**config.mk**
```make
export PLATFORM = sky130hd
export DESIGN_NAME = lane_picture_shifter
export DESIGN_NICKNAME = d
export VERILOG_FILES = /design/src/rtl/lane_picture_shifter.sv
export SDC_FILE = /design/constraint.sdc
export NUM_CORES = 2
export LEC_CHECK = 0
export CAP_MARGIN = 20
export CORE_UTILIZATION = 35
export CTS_CLUSTER_SIZE = 12
export DETAILED_ROUTE_END_ITERATION = 8
export PLACE_DENSITY_LB_ADDON = 0.25
export SKIP_CTS_REPAIR_TIMING = 1
export SLEW_MARGIN = 20
export SYNTH_ARGS = -nofsm -noshare
export SYNTH_HDL_FRONTEND = slang
export SYNTH_SLANG_ARGS = --single-unit
```
**constraint.sdc**
```tcl
create_clock -name clk -period 162.8 [get_ports clk]
set_input_delay 16.28 -clock clk [delete_from_list [all_inputs] [get_ports clk]]
set_output_delay 16.28 -clock clk [all_outputs]
set_load 0.02 [all_outputs]
```
**src/rtl/lane_picture_shifter.sv**
```systemverilog
// rtl/lane_picture_shifter.sv - multi-lane picture shift register with hit/escape scoring
//
// Ports:
//   clk, rst          clock; asynchronous active-high reset
//   start, stop       run control pulses (IDLE->RUN, RUN->DRAIN, DRAIN->RUN)
//   clear             synchronous flush of slots, counters and state
//   shift             shift tick: slots move toward slot 0, entry slot may spawn
//   spawn_sel         lane receiving pic_in on a RUN shift (>= LANES: none)
//   pic_in            per-lane picture, lane i at [i*PIC_W +: PIC_W]
//   hit_valid/hit_lane punch attempt on a lane's front slot
//   rd_lane/rd_slot   read address; rd_data is registered (1-cycle latency)
//   occ               occupancy, bit lane*DEPTH+slot
//   hit_ok/hit_miss   registered hit result pulses
//   escape            registered per-lane escape pulse mask
//   score, escapes    saturating counters
//   busy              state is not IDLE
module lane_picture_shifter #(
    parameter int LANES  = 2,
    parameter int DEPTH  = 6,
    parameter int PIC_W  = 160,
    parameter int SEL_W  = 2,
    parameter int SLOT_W = 3,
    parameter int CNT_W  = 8
) (
    input  logic                   clk,
    input  logic                   rst,
    input  logic                   start,
    input  logic                   stop,
    input  logic                   clear,
    input  logic                   shift,
    input  logic [SEL_W-1:0]       spawn_sel,
    input  logic [LANES*PIC_W-1:0] pic_in,
    input  logic                   hit_valid,
    input  logic [SEL_W-1:0]       hit_lane,
    input  logic [SEL_W-1:0]       rd_lane,
    input  logic [SLOT_W-1:0]      rd_slot,
    output logic [PIC_W-1:0]       rd_data,
    output logic [LANES*DEPTH-1:0] occ,
    output logic                   hit_ok,
    output logic                   hit_miss,
    output logic [LANES-1:0]       escape,
    output logic [CNT_W-1:0]       score,
    output logic [CNT_W-1:0]       escapes,
    output logic                   busy
);

    typedef enum logic [1:0] {IDLE, RUN, DRAIN} state_t;

    state_t state, state_n;

    logic [PIC_W-1:0]       slots   [LANES][DEPTH];
    logic [PIC_W-1:0]       slots_n [LANES][DEPTH];
    logic [LANES*DEPTH-1:0] occ_n;
    logic [PIC_W-1:0]       rd_n;
    logic                   ok_n, miss_n;
    logic [LANES-1:0]       esc_n;
    logic [LANES-1:0]       hit_kill;
    logic [CNT_W-1:0]       score_n, escapes_n;
    logic                   active;

    assign active = (state != IDLE);
    assign busy   = active;

    always_comb begin
        state_n = state;
        unique case (state)
            IDLE:    if (start) state_n = RUN;
            RUN:     if (stop) state_n = DRAIN;
            // occ is the registered occupancy, so IDLE is reached the cycle
            // after the last monster leaves.
            DRAIN:   if (start) state_n = RUN;
                     else if (occ == '0) state_n = IDLE;
            default: state_n = IDLE;
        endcase
        if (clear) state_n = IDLE;
    end

    always_comb begin
        slots_n   = slots;
        occ_n     = occ;
        rd_n      = '0;
        ok_n      = 1'b0;
        miss_n    = 1'b0;
        esc_n     = '0;
        hit_kill  = '0;
        score_n   = score;
        escapes_n = escapes;

        // Address decode by match rather than indexing so out-of-range
        // addresses naturally read as zero.
        for (int l = 0; l < LANES; l++) begin
            for (int s = 0; s < DEPTH; s++) begin
                if (rd_lane == SEL_W'(l) && rd_slot == SLOT_W'(s)) rd_n = slots[l][s];
            end
        end

        // Hit resolves against the pre-shift front slot.
        if (active && hit_valid) begin
            miss_n = 1'b1;
            for (int l = 0; l < LANES; l++) begin
                if (hit_lane == SEL_W'(l) && occ[l*DEPTH]) begin
                    hit_kill[l] = 1'b1;
                    ok_n        = 1'b1;
                    miss_n      = 1'b0;
                    slots_n[l][0]     = '0;
                    occ_n[l*DEPTH]    = 1'b0;
                end
            end
            if (ok_n && score_n != '1) score_n = score_n + CNT_W'(1);
        end

        if (active && shift) begin
            for (int l = 0; l < LANES; l++) begin
                // A monster killed this cycle cannot also escape.
                esc_n[l] = occ[l*DEPTH] && !hit_kill[l];
                for (int k = 0; k < DEPTH-1; k++) begin
                    slots_n[l][k]      = slots[l][k+1];
                    occ_n[l*DEPTH+k]   = occ[l*DEPTH+k+1];
                end
                if (state == RUN && spawn_sel == SEL_W'(l)) begin
                    slots_n[l][DEPTH-1]        = pic_in[l*PIC_W +: PIC_W];
                    occ_n[l*DEPTH+DEPTH-1]     = 1'b1;
                end else begin
                    slots_n[l][DEPTH-1]        = '0;
                    occ_n[l*DEPTH+DEPTH-1]     = 1'b0;
                end
                if (esc_n[l] && escapes_n != '1) escapes_n = escapes_n + CNT_W'(1);
            end
        end

        if (clear) begin
            for (int l = 0; l < LANES; l++) begin
                for (int s = 0; s < DEPTH; s++) slots_n[l][s] = '0;
            end
            occ_n     = '0;
            ok_n      = 1'b0;
            miss_n    = 1'b0;
            esc_n     = '0;
            score_n   = '0;
            escapes_n = '0;
        end
    end

    always_ff @(posedge clk or posedge rst) begin
        if (rst) begin
            state <= IDLE;
            for (int l = 0; l < LANES; l++) begin
                for (int s = 0; s < DEPTH; s++) slots[l][s] <= '0;
            end
            occ      <= '0;
            rd_data  <= '0;
            hit_ok   <= 1'b0;
            hit_miss <= 1'b0;
            escape   <= '0;
            score    <= '0;
            escapes  <= '0;
        end else begin
            state <= state_n;
            for (int l = 0; l < LANES; l++) begin
                for (int s = 0; s < DEPTH; s++) slots[l][s] <= slots_n[l][s];
            end
            occ      <= occ_n;
            rd_data  <= rd_n;
            hit_ok   <= ok_n;
            hit_miss <= miss_n;
            escape   <= esc_n;
            score    <= score_n;
            escapes  <= escapes_n;
        end
    end

endmodule
```
; After elaboration in Yosys (flattened, before gate mapping)
; Cells that the tools add are included.
[totals]
ramBits = 0
mem_count = 0
rom_bits = 0
elab_cells = 138
latchBits = 0
input_bits = 336
output_inout_bits = 193
reg_bits = 2114
[op_classes]
mux = 55
shift = 0
eq_ne = 16
addsub = 3
div = 0
n_lt_le_gt_ge = 0
mul = 0
reduce_logical = 42
bitwise = 0
[ops]
columns = op, count
row1 = $mux W1920, 2
row2 = $mux W160, 18
row3 = $mux W8, 8
row4 = $add A8 B1 Y8 const B, 3
row5 = $mux W12, 2
row6 = $ne A8 B8 Y1 const B, 3
row7 = $logic_and A1 B1 Y1, 23
row8 = $mux W1, 16
row9 = $mux W2, 8
row10 = $logic_not A12 Y1, 1
row11 = $reduce_bool A3 Y1, 3
row12 = $eq A2 B1 Y1 const B, 4
row13 = $logic_not A2 Y1, 4
row14 = $reduce_bool A2 Y1, 4
row15 = $eq A3 B2 Y1 const B, 2
row16 = $eq A3 B3 Y1 const B, 2
row17 = $ne A3 B3 Y1 const B, 2
row18 = $pmux W2 S3, 1
row19 = $reduce_and A2 Y1, 3
row20 = $ne A4 B4 Y1 const B, 1
row21 = $eq A3 B1 Y1 const B, 1
row22 = $logic_not A3 Y1, 1
row23 = $reduce_and A3 Y1, 1
row24 = $eq A2 B2 Y1 const B, 1
row25 = $logic_not A1 Y1, 2

; Depth between registers and ports, before layout
[depth]
word_depth = 14
mapped_depth = 12
depth_no_buf = 11

; Least setup slack after synthesis
; No wires, ideal clock.
[synth_path]
path_type = input port to flip-flop
from = input hit_valid
to = register escapes[0]
required_ns = 162.714
n_path_buf = 1
arrival_time_ns = 18.423
stages = 11
setup_ns = 0.086
path_slack_ns = 144.291
path_cell_list = o21ai_4 > o31ai_2 > clkbuf_1 > nor2_1 > mux2_2 > ha_1 > inv_1 > a2111oi_4 > mux2_2 > o21a_1 > nor3_1
[synth_between]
elab_chain_cells = 12
word_cells_on_any_way = 15
cone_classes = 1 x add/sub / 1 x eq/ne / 6 x mux / 7 x reduce/logical
[synth_lines]
columns = element, line
row1 = start: declaration, 33  ; input logic hit_valid,
row2 = $logic_and A1 B1 Y1 *, 98  ; if (active && hit_valid) begin
row3 = $mux W2 *, 98
row4 = branches (longest 7 deep; another with $add A8 B1 Y8), --
row5 = $mux W8 *, 127  ; if (esc_n[l] && escapes_n != '1) escapes_n = escapes_n + CNT_W'(1);
row6 = $mux W8 *, 112  ; if (active && shift) begin
row7 = $mux W8 *, 131  ; if (clear) begin
row8 = end signal: assignment, 168  ; escapes <= escapes_n;
row9 = end: declaration, 43  ; output logic [CNT_W-1:0] escapes,
; Mark *: on every way between the ends. The select of a mux whose other input is x is not followed.
; A chain may end at the register's enable or synchronous reset.

==> flow_metrics.env <==
export IMPL_outcome="finished, violations left"
export IMPL_violations="design-rule violations"
export IMPL_synth_area_sq_um=90920
export IMPL_gr_total_overflow=0
export IMPL_grt_pass1_vias=73610
export IMPL_io_pins=529
export IMPL_fin_area_sq_um=106300
export IMPL_synth_edf_count=0
export IMPL_setup_viol=0
export IMPL_synthesis_nets=9810
export IMPL_clk_latency_ns=0.90
export IMPL_synthCells=9471
export IMPL_min_period_ns=20.78
export IMPL_fin_tns_setup_ns=0
export IMPL_hold_class="reg -> reg"
export IMPL_clkSlewWorstSetupHoldPaths_ns=0.06
export IMPL_die_x_um=511.7
export IMPL_dp_slack_ns=140.47
export IMPL_critPathRequiredTime_ns=163.69
export IMPL_fillCellCount=24690
export IMPL_avgSynthCellArea_sq_um=9.600
export IMPL_ant_nets=0
export IMPL_drive_gt1_frac=0.05935
export IMPL_crit_fanout=116
export IMPL_cts_root_buffer_cell="clkbuf_16"
export IMPL_place_congestion=0.8083
export IMPL_vias=75870
export IMPL_rows=186
export IMPL_grt_use_met1=0.3479
export IMPL_fin_nets=9853
export IMPL_cp_start_kind="input pin"
export IMPL_drc_errors=4
export IMPL_hold_violations=0
export IMPL_place_area_sq_um=98710
export IMPL_die_area_sq_um=261800
export IMPL_grt_use_met3=0.04113
export IMPL_cts_tree="yes"
export IMPL_grt_pass1_wl_um=489300
export IMPL_yosysWarnings=0
export IMPL_period_share=0.1277
export IMPL_core_area_sq_um=257600
export IMPL_synthFlopType="dfrtp_1"
export IMPL_async_flop_share=1.000
export IMPL_clock_fmax_mhz=48.12
export IMPL_critical_path_arrival_ns=21.67
export IMPL_antenna_found_initial=16
export IMPL_cts_buffers=225
export IMPL_tightest_slew_ns=1.247
export IMPL_vias_per_cell=5.802
export IMPL_die_height_um=511.7
export IMPL_syn2layout_area_growth_pct=16.90
export IMPL_drv_slew=0
export IMPL_ir_drop_mv=0.01110
export IMPL_yosys_cell_types_count=66
export IMPL_max_cap_viol_count=0
export IMPL_clock_skew_ns=0.08603
export IMPL_wl_per_cell_um=25.09
export IMPL_grt_max_degree=207
export IMPL_power_density_nw_per_um2=10.57
export IMPL_wl_um=328100
export IMPL_cts_max_path_buffers=3
export IMPL_htree_levels=4
export IMPL_top_usage_layer="met2"
export IMPL_grt_use_total=0.2442
export IMPL_start_util=0.3529
export IMPL_worst_slew_margin_rel=0.1685
export IMPL_first_pass_iters=9
export IMPL_ys_seq_area_frac=0.5819
export IMPL_end_kind="async pin"
export IMPL_numPortBuffers=528
export IMPL_worst_setup_path_type="in -> async"
export IMPL_hpwl_um=183900
export IMPL_worst_slack_ns=142.02
export IMPL_cts_sinks=2114
export IMPL_drtIter0Drc=9156
export IMPL_synth_seq_cells=2114
export IMPL_p_leak_uw=0.04452
export IMPL_rsz0062_at_grt="false"
export IMPL_met2_usage=0.3734
==> Yosys cell counts (79+ instances only) <==
| cell | number | area, sq um |
|---|---|---|
| nand2_1 | 2763 | 10370 |
| dfrtp_1 | 2114 | 52900 |
| a21oi_1 | 1559 | 7802 |
| clkbuf_1 | 794 | 2980 |
| a22o_1 | 695 | 6087 |
| nor2_1 | 283 | 1062 |
| a22oi_1 | 175 | 1314 |
| o21ai_0 | 134 | 670.6 |
| a221oi_1 | 104 | 910.9 |
| mux2i_1 | 87 | 870.8 |
| o22ai_1 | 86 | 538.0 |
| a222oi_1 | 79 | 790.8 |
==> final timing paths <==
check | from | end | slack (ns) | cells after the start
worst max-delay path | rst | slots[1519] | 142.02 | 7
worst min-delay path | slots[315] | slots[475] | 0.49 | 2
worst max register to register | state[0] | slots[254] | 157.80 | 8
worst min register to register | slots[315] | slots[475] | 0.49 | 2
max in group clk | rd_slot[1] | rd_data[112] | 142.59 | 11
min in group asynchronous | rst | rd_data[12] | 15.92 | 2
==> sequential cells by signal (all words and copies together), names as in the netlist <==
| register | count |
|---|---|
| state | 2 |
| occ | 12 |
| hit_miss | 1 |
| escape | 2 |
| hit_ok | 1 |
| slots | 1920 |
| rd_data | 160 |
| score | 8 |
| escapes | 8 |
==> area by class of cell <==
cell class,instances,area (sq um),area share
clock inverters,59,725.7,0.006828
repair buffers,669,6626,0.06235
well taps,3384,4234,0.03984
flip-flops and latches,2114,52900,0.4977
diodes,3,7.507,0.00007064
multi-input cells,6499,35040,0.3297
inverters,5,26.28,0.0002472
clock buffers,342,6723,0.06325
==> per-layer routing <==
metal	wire length (um)	share of wire
met1	145000	0.44
met2	147400	0.45
met3	24140	0.074
met4	11610	0.035
met5	31	0.000094
==> placed cells by master (no fill, tap or decap), drive strengths merged, types with 10 or more instances in the layout <==
master / n
clkdlybuf4s50: 524
a32oi: 15
a221o: 41
a211oi: 52
and3: 45
o31ai: 49
o22a: 30
a31oi: 48
mux4: 14
o21ai: 135
buf: 144
nand2: 2763
dfrtp: 2114
o21bai: 16
nor3: 13
nand3: 17
a22oi: 175
nand2b: 10
o2bb2ai: 36
a222oi: 79
nor2: 283
clkbuf: 343
a221oi: 104
nand4: 10
a22o: 695
o22ai: 86
mux2i: 87
a21o: 53
a21oi: 1560
clkinv: 43
==> report_power, final <==
group,internal (uW),switching [uW],leakage [uW]
registers,528,3.28,0.0295
logic,17.5,57.6,0.0114
clock network,295,222,0.00365
==> cells by family (layout without fill, tap and decap cells) <==
family | count (synthesis) | in the layout | synth area share
fa+ha+maj | 3 | 3 | 0.0004129
other cells | 0 | 3 | 0
mux | 109 | 109 | 0.01404
simple gates | 3185 | 3185 | 0.1355
compound gates | 3193 | 3193 | 0.2313
buf+inv | 858 | 1075 | 0.03611
xor+xnor | 9 | 9 | 0.0008669
flops | 2114 | 2114 | 0.5819
==> stage by stage <==
stage / total power, uW / hold slack [ns] / utilization / instances
after global placement: 615.5 / 0.4773 / 0.3831 / 12670
after global routing: 1159 / 0.5104 / 0.4125 / 13070
after detailed placement: 615.9 / 0.4810 / 0.3831 / 12670
after floorplan: 580.2 / 0.4615 / - / 9471
after CTS: 1134 / 0.4856 / 0.4121 / 13070
final: 1124 / 0.4879 / 0.4125 / 13080
==> critical path, stage by stage <==
cell and delay, ns:
clkdlybuf4s50_1 0.49, inv_8 0.51, buf_6 0.67, buf_4 0.76, buf_4 0.78, buf_4 0.86, buf_4 0.83
No activity file was read; power rests on OpenSTA's default activity.
